## config.mk

```make
export PLATFORM = sky130hd
export DESIGN_NAME = sipo_rx_flat
export DESIGN_NICKNAME = d
export VERILOG_FILES = /design/src/rtl/sipo_rx_if.sv /design/src/rtl/sipo_rx.sv /design/src/flat_wrapper.sv
export SDC_FILE = /design/constraint.sdc
export NUM_CORES = 1
export LEC_CHECK = 0
export ABC_AREA = 1
export ABC_CLOCK_PERIOD_IN_PS = 1350
export BUFFER_PORTS_ARGS = -buffer_cell sky130_fd_sc_hd__buf_2
export CORE_MARGIN = 4
export CORE_UTILIZATION = 30
export CTS_BUF_LIST = sky130_fd_sc_hd__clkbuf_2
export DETAILED_ROUTE_END_ITERATION = 8
export HOLD_SLACK_MARGIN = 0.05
export PLACE_DENSITY = 0.48
export SETUP_SLACK_MARGIN = 0.2
export SLEW_MARGIN = 20
export SYNTH_ARGS = -nofsm -noshare
export SYNTH_HDL_FRONTEND = slang
export SYNTH_SLANG_ARGS = --single-unit
```

## constraint.sdc

```tcl
create_clock -name clk -period 1.35 [get_ports clk]
set_input_delay 0.27 -clock clk [delete_from_list [all_inputs] [get_ports clk]]
set_output_delay 0.27 -clock clk [all_outputs]
set_load 0.005 [all_outputs]
```

## src/rtl/sipo_rx_if.sv

```systemverilog
// -----------------------------------------------------------------------------
// sipo_rx_if
// Bundles the 1-bit receive link and the parallel-word valid/ready handshake.
//   si        : serial data bit                     (link -> receiver)
//   si_valid  : si holds a bit to accept this cycle (link -> receiver)
//   si_sof    : this bit is bit 0 of a new word     (link -> receiver)
//   po        : assembled word                      (receiver -> consumer)
//   po_valid  : output buffer holds a word          (receiver -> consumer)
//   po_ready  : consumer takes the word             (consumer -> receiver)
// The master modport is the environment side; the slave modport is the receiver.
// -----------------------------------------------------------------------------
interface sipo_rx_if #(
  parameter int WIDTH = 4
);
  logic             si;
  logic             si_valid;
  logic             si_sof;
  logic [WIDTH-1:0] po;
  logic             po_valid;
  logic             po_ready;

  modport master (
    output si, si_valid, si_sof, po_ready,
    input  po, po_valid
  );

  modport slave (
    input  si, si_valid, si_sof, po_ready,
    output po, po_valid
  );
endinterface

```

## src/rtl/sipo_rx.sv

```systemverilog
// -----------------------------------------------------------------------------
// sipo_rx
// Serial-in, parallel-out receiver. Bits are sampled on the rising edge and
// shifted into sr; every WIDTH accepted bits a word is moved into a one-entry
// output buffer with a valid/ready handshake. si_sof realigns the bit counter.
// Ports:
//   clk      : clock, all state updates on the rising edge
//   rst      : synchronous active-high reset, highest priority
//   bus      : sipo_rx_if.slave (si, si_valid, si_sof, po, po_valid, po_ready)
//   busy     : a partial word is in the shift register
//   overrun  : sticky, a completed word was dropped because the buffer was full
//   ovr_clr  : clears overrun (a drop on the same cycle wins)
//   sof_err  : one-cycle pulse when si_sof discards a partial word
// -----------------------------------------------------------------------------
module sipo_rx #(
  parameter int WIDTH     = 4,
  parameter int LSB_FIRST = 1
) (
  input  logic        clk,
  input  logic        rst,
  sipo_rx_if.slave    bus,
  output logic        busy,
  output logic        overrun,
  input  logic        ovr_clr,
  output logic        sof_err
);

  localparam int CW = (WIDTH > 1) ? $clog2(WIDTH) : 1;
  localparam logic [CW-1:0] CNT_MAX = CW'(WIDTH - 1);

  logic [WIDTH-1:0] sr_q, sr_d;
  logic [CW-1:0]    cnt_q, cnt_d;
  logic [WIDTH-1:0] po_q, po_d;
  logic             po_valid_q, po_valid_d;
  logic             overrun_q, overrun_d;
  logic             sof_err_q, sof_err_d;
  logic             complete_s;

  // Next-state: shift, count, word completion, buffer handshake and flags.
  always_comb begin
    sr_d       = sr_q;
    cnt_d      = cnt_q;
    po_d       = po_q;
    po_valid_d = po_valid_q;
    overrun_d  = overrun_q;
    sof_err_d  = 1'b0;
    complete_s = 1'b0;

    if (bus.si_valid) begin
      if (LSB_FIRST != 0) begin
        sr_d = {bus.si, sr_q[WIDTH-1:1]};
      end else begin
        sr_d = {sr_q[WIDTH-2:0], bus.si};
      end

      // A start-of-frame bit is bit 0, so the count after it is always 1.
      if (bus.si_sof) begin
        cnt_d     = CW'(1);
        sof_err_d = (cnt_q != {CW{1'b0}});
      end else if (cnt_q == CNT_MAX) begin
        cnt_d      = {CW{1'b0}};
        complete_s = 1'b1;
      end else begin
        cnt_d = cnt_q + CW'(1);
      end
    end else begin
      sr_d  = sr_q;
      cnt_d = cnt_q;
    end

    // Clear first so that a drop in the same cycle overrides it.
    if (ovr_clr) begin
      overrun_d = 1'b0;
    end else begin
      overrun_d = overrun_q;
    end

    // The buffer can accept the new word if it is empty or is being drained now.
    if (complete_s) begin
      if (!po_valid_q || bus.po_ready) begin
        po_d       = sr_d;
        po_valid_d = 1'b1;
      end else begin
        overrun_d = 1'b1;
      end
    end else if (po_valid_q && bus.po_ready) begin
      po_valid_d = 1'b0;
    end else begin
      po_valid_d = po_valid_q;
    end
  end

  // State register with synchronous reset.
  always_ff @(posedge clk) begin
    if (rst) begin
      sr_q       <= {WIDTH{1'b0}};
      cnt_q      <= {CW{1'b0}};
      po_q       <= {WIDTH{1'b0}};
      po_valid_q <= 1'b0;
      overrun_q  <= 1'b0;
      sof_err_q  <= 1'b0;
    end else begin
      sr_q       <= sr_d;
      cnt_q      <= cnt_d;
      po_q       <= po_d;
      po_valid_q <= po_valid_d;
      overrun_q  <= overrun_d;
      sof_err_q  <= sof_err_d;
    end
  end

  assign bus.po       = po_q;
  assign bus.po_valid = po_valid_q;
  assign busy         = (cnt_q != {CW{1'b0}});
  assign overrun      = overrun_q;
  assign sof_err      = sof_err_q;

endmodule

```

## src/flat_wrapper.sv

```systemverilog
// flat-port wrapper written by rule: the top's interface ports become plain ports
module sipo_rx_flat 
#(
  parameter int WIDTH     = 4,
  parameter int LSB_FIRST = 1
)
  (clk, rst, busy, overrun, ovr_clr, sof_err, bus_si, bus_si_valid, bus_si_sof, bus_po_ready, bus_po, bus_po_valid);
  sipo_rx_if #(.WIDTH(WIDTH)) bus_i ();
  input  logic clk;
  input  logic rst;
  output logic busy;
  output logic overrun;
  input  logic ovr_clr;
  output logic sof_err;
  input wire logic [$bits(bus_i.si)-1:0] bus_si;
  input wire logic [$bits(bus_i.si_valid)-1:0] bus_si_valid;
  input wire logic [$bits(bus_i.si_sof)-1:0] bus_si_sof;
  input wire logic [$bits(bus_i.po_ready)-1:0] bus_po_ready;
  output wire logic [$bits(bus_i.po)-1:0] bus_po;
  output wire logic [$bits(bus_i.po_valid)-1:0] bus_po_valid;
  assign bus_i.si = bus_si;
  assign bus_i.si_valid = bus_si_valid;
  assign bus_i.si_sof = bus_si_sof;
  assign bus_i.po_ready = bus_po_ready;
  assign bus_po = bus_i.po;
  assign bus_po_valid = bus_i.po_valid;
  sipo_rx #(.WIDTH(WIDTH), .LSB_FIRST(LSB_FIRST)) u_core (.clk(clk), .rst(rst), .bus(bus_i), .busy(busy), .overrun(overrun), .ovr_clr(ovr_clr), .sof_err(sof_err));
endmodule
```

## Word-level counts from Yosys, hierarchy flattened

Cells that the tools add are included.
W data, S select, Z words.

- Bits in latches: 0
- Register bits after elaboration: 13
- ROM bits: 0
- Bits in writable memories: 0
- Memories: 0

- $add $sub $neg: 1
- Bitwise gates (word level): 2
- Reduce and logical (&&, ||, !) cells: 8
- Multiplexer cells: 12
- Equality and inequality tests: 2
- Shifts and indexed selects: 0
- Div/mod/pow operators: 0
- Multipliers: 0
- Order comparisons: 0

Operators by type and width:

| cell | count |
|---|---|
| $mux W1 | 9 |
| $mux W2 | 2 |
| $mux W4 | 1 |
| $reduce_and A2 Y1 | 2 |
| $reduce_bool A2 Y1 | 2 |
| $reduce_or A3 Y1 | 1 |
| $add A2 B1 Y2 const B | 1 |
| $eq A2 B2 Y1 const B | 1 |
| $ne A2 B2 Y1 const B | 1 |
| $not A1 Y1 | 2 |
| $logic_and A1 B1 Y1 | 1 |
| $logic_not A1 Y1 | 1 |
| $logic_or A1 B1 Y1 | 1 |

## Depth between registers and ports, before layout

- Word-level depth: 6
- Gate-level depth with buffers: 7
- Mapped depth without buffers: 6

## Worst setup path before layout

No wires, ideal clock.

- Path kind: register to register
- Start point: register u_core.cnt_q[0]
- End point: register u_core.po_q[0] (netlist: u_core.bus.po[0])
- Arrival: 919 ps
- Data required time: 1237 ps
- Stages on the path, launching flop included: 7
- Period minus slack after synthesis: 1031 ps
- Setup slack: 319 ps
- Buffers on the path: 0
- Path through: dfxtp_1 -> ha_1 -> nand3_4 -> nor2_8 -> nand2_1 -> nand2_1 -> nor2_1

- Word-level cells in the longest chain between the ends: 5

RTL lines:

| item | line | RTL |
|---|---|---|
| from (decl) | sipo_rx.sv:32 | `logic [CW-1:0] cnt_q, cnt_d;` |
| from (signal assigned) | sipo_rx.sv:97 | `cnt_q <= {CW{1'b0}};` |
| from (signal assigned) | sipo_rx.sv:104 | `cnt_q <= cnt_d;` |
| $eq A2 B2 Y1 | sipo_rx.sv:60 | `end else if (cnt_q == CNT_MAX) begin` |
| $mux W1 | sipo_rx.sv:60 |  |
| $mux W1 | sipo_rx.sv:57 | `if (bus.si_sof) begin` |
| $mux W1 | sipo_rx.sv:49 | `if (bus.si_valid) begin` |
| $reduce_and A2 Y1 (no line) | -- |  |
| to (signal assigned) | sipo_rx.sv:98 | `po_q <= {WIDTH{1'b0}};` |
| to (signal assigned) | sipo_rx.sv:105 | `po_q <= po_d;` |
| to (decl) | sipo_rx.sv:33 | `logic [WIDTH-1:0] po_q, po_d;` |

Every way passes these cells.
A chain may end at the register's enable or synchronous reset.

## Final worst setup path

- Start point: register u_core.cnt_q[1]
- End point: output busy

- Word-level cells in the longest chain between the ends: 1

RTL lines:

| item | line | RTL |
|---|---|---|
| $reduce_bool A2 Y1 | sipo_rx.sv:114 | `assign busy = (cnt_q != {CW{1'b0}});` |
| to (decl) | flat_wrapper.sv:11 | `output logic busy;` |

Every way passes these cells.

==> metrics.log <==
[metrics] required time worst endpoint: 1.08 ns
[metrics] total number of vias: between 400 and 500
[metrics] Final Instance Count excl. Fillers: 115
[metrics] insertion delay to the later sink of the worst-skew pair: between 0.2 and 0.3 ns
[metrics] first drt pass iteration count: 2
[metrics] Post-Syn Area per Cell: roughly 7.8 µm²
[metrics] critical path endpoint category: output pin
[metrics] number of nets produced by synthesis: between 80 and 90
[metrics] count of endpoints failing hold in the final timing report: 0
[metrics] min cycle time layout: between 1 and 1.5 ns
[metrics] status: finished, final reports clean
[metrics] Final period util: between 80% and 90%
[metrics] die area: roughly 0.0026 mm²
[metrics] synthesis-to-layout area growth: 27.8%
[metrics] level count of the clock H-tree: 1
[metrics] Reg area: about 260 µm²
[metrics] dominant cells by area after synthesis: dfxtp_1 (46%), nor2_1 (11%), nand2_1 (8.7%)
[metrics] TritonCTS clock tree: built
[metrics] number of I/O pins: 15
[metrics] total global routing track utilization: about 10%
[metrics] post-route DRC violation count: 0
[metrics] Global Route met1 Usage: between 10% and 20%
[metrics] average via count per standard cell: 4.10
[metrics] number of violations reported at the end of detailed-routing iteration 0: 9
[metrics] final count of negative-setup-slack endpoints: 0
[metrics] starting density of the core: approximately a third
[metrics] Slew headroom: around four fifths
[metrics] Static Leakage: around 0.34 nW
[metrics] layout cell share with drive strength beyond 1: approximately 36%
[metrics] Filler Cells Inserted: roughly 180
[metrics] cell area after synthesis: 563 µm²
[metrics] busiest layer in global routing: met2
[metrics] port buffer count: 14
[metrics] sequential element share of the synthesized area: a little under half
[metrics] number of antenna-violating nets in the routed design: 0
[metrics] type of the setup path with the least slack: register to output pin
[metrics] via count of the first global-routing pass: ~420
[metrics] clk sink count: 13
[metrics] WL per Instance: between 9 and 10 µm
[metrics] wire length of the first global-routing pass: roughly 1900 µm
[metrics] post-synth top area share: between 40% and 50%
[metrics] Final GP Congestion: ~0.75
[metrics] Power per Cell Area: about 960 mW/mm²
[metrics] number of warning messages in the yosys log: 0
[metrics] root buffer cell: clkbuf_2
[metrics] post-layout util: approximately two fifths
[metrics] post-synth top area cell: dfxtp_1
[metrics] Logic pwr share: 12.3%
[metrics] met3 routing resource usage after global routing: under 10%
[metrics] number of hold buffers added after cts: 0
[metrics] number of max-slew violations in the final report: 0
[metrics] number of cells after detailed placement: 109
[metrics] Diodes inserted: 0
[metrics] die height: between 50 and 60 µm
[metrics] final sum of negative setup slack: 0 ns
[metrics] setup repair after global routing missed its margin: true
[metrics] post-CTS clock slew at the launch and capture registers of the worst setup and hold paths: ~0.13 ns
[metrics] fraction of power consumed by the clock network: roughly 30%
[metrics] CORE AREA: between 0.0015 and 0.002 mm²
[metrics] maximum fanout count along the critical path: 2
[metrics] maximum vdd drop: slightly below 0.5 mV
[metrics] worst endpoint data arrival time: approximately 0.93 ns
[metrics] maximum buffer depth of the clock tree: 2
[metrics] overall routed net length: roughly 1100 µm
[metrics] number of instances in the synthesized netlist: between 70 and 80
[metrics] instance area at placement: around 650 µm²
[metrics] GRT overflow: 0
[metrics] portion of total power attributed to sequential cells: between 50% and 60%
[metrics] layout net count: 100
[metrics] largest net degree at the start of global routing: 11
[metrics] Switch Pwr: between 0.00015 and 0.0002 W
[metrics] post-synthesis register bit count: 13
[metrics] count of distinct cell types in the synthesized netlist: 18
[metrics] fraction of power spent switching nets: 25.7%
[metrics] actual transition at the worst max-transition pin: 0.297 ns
[metrics] detailed placer's ending HPWL: 816 µm
[metrics] Non-Filler Cell Area, Final: just over 700 µm²
[metrics] number of buffers created by CTS: 3
[metrics] worst min-delay path class: primary input to register
[metrics] startpoint kind of the worst setup timing path: register
[metrics] antenna violations before repair: 0
[metrics] highest achievable clock rate: a little over 0.8 GHz
[metrics] max-cap check violation count: 0
[metrics] number of rows in the core area: 15
[metrics] GR Util met2: 14.2%
[metrics] multi-input combinational cell area: 269 µm²
[metrics] cell internal power dissipation: roughly 0.0005 W
[metrics] x dimension of the die: just over 50 µm
[metrics] final clock skew: between 0.008 and 0.009 ns
cells by family (layout without fill, tap and decap cells):
group,after synthesis,count (layout),synth area share (%)
DFF,13,13,46.2
buffers and inverters,14,32,10.9
and+or+nand+nor,35,35,30.9
adders and majority gates,2,2,4.44
AOI/OAI and AO/OA,8,8,7.56
area by class of cell:
class	count	share of cell area, %
flip-flops and latches	13	36.5
repair buffers	16	12.7
clock buffers	4	2.78
multi-input cells	45	37.4
well taps	25	4.35
inverters	12	6.26
what timing repair did:
item | 4_1_cts | 5_1_grt
buffers inserted | 2 | 0
pin swaps | 2 | 2
gates resized for setup | 8 | 3
endpoints found under the setup margin | 2 | 5
power by group through the flow:
stage	Sequential [W]	Clock, W	Combinational, W
final	0.000402	0.000202	0.0000848
after global routing	0.000404	0.000239	0.0000978
after global placement	0.000411	0	0.0000665
after CTS	0.000402	0.000216	0.0000809
after detailed placement	0.000411	0	0.0000664
after floorplan	0.000410	0	0.0000466
through the flow:
step / setup WS, ns / hold slack, ns / total power [W]
after floorplan: 0.319 / 0.395 / 0.000457
after global placement: 0.264 / 0.469 / 0.000477
after detailed placement: 0.224 / 0.473 / 0.000477
after CTS: 0.107 / 0.215 / 0.000699
after global routing: 0.0681 / 0.234 / 0.000741
final: 0.146 / 0.231 / 0.000689
layout by cell type (no fill, tap or decap):
| cell | instances |
|---|---|
| dfxtp_1 | 11 |
| nor2_8 | 1 |
| nor4_1 | 1 |
| inv_2 | 4 |
| a21oi_1 | 2 |
| ha_4 | 2 |
| buf_4 | 2 |
| clkbuf_2 | 4 |
| inv_1 | 8 |
| buf_6 | 1 |
| nand2_1 | 12 |
| o21ai_1 | 1 |
| o21a_1 | 1 |
| nand2_2 | 1 |
| dfxtp_2 | 2 |
| nor2_1 | 16 |
| nand3_4 | 1 |
| nand3_1 | 1 |
| o21ai_0 | 4 |
| nor3_1 | 1 |
| buf_2 | 13 |
| nor2_4 | 1 |
path summary, 6_finish.rpt:
path / start / endpoint / slack [ns] / cells past startpoint
max reg2reg: u_core.cnt_q[0] / u_core.bus.po[2] / 0.24 / 7
min: bus_si_sof / u_core.cnt_q[0] / 0.23 / 3
min reg2reg: u_core.bus.po[3] / u_core.bus.po[3] / 0.49 / 2
max: u_core.cnt_q[1] / busy / 0.15 / 4
synth_stat cells:
master,number
a21oi_1,2
nand2_1,13
ha_1,2
nor4_1,1
o21a_1,1
nor2_1,16
o21ai_0,4
o21ai_1,1
buf_2,1
nand3_1,1
nor3_1,1
buf_6,1
dfxtp_1,13
nor2_4,1
inv_1,11
inv_2,1
nand3_4,1
nor2_8,1
worst max-delay path, cell delays in order (launching register included):
cell and delay, ns:
dfxtp_2 0.36, inv_2 0.04, ha_4 0.15, inv_2 0.04, buf_6 0.08
layer usage:
metal  wire (µm)  up-vias
met5           0        -
met3          66        2
met2         468        9
met1         555      209
li1            -      252
met4          13        0
registers in the layout, summed over array words and instances, names as in the netlist:
signal               cells
u_core.sr_q              4
u_core.bus.po            4
u_core.overrun           1
u_core.cnt_q             2
u_core.sof_err           1
u_core.bus.po_valid      1
(Power assumes the default switching activity.)
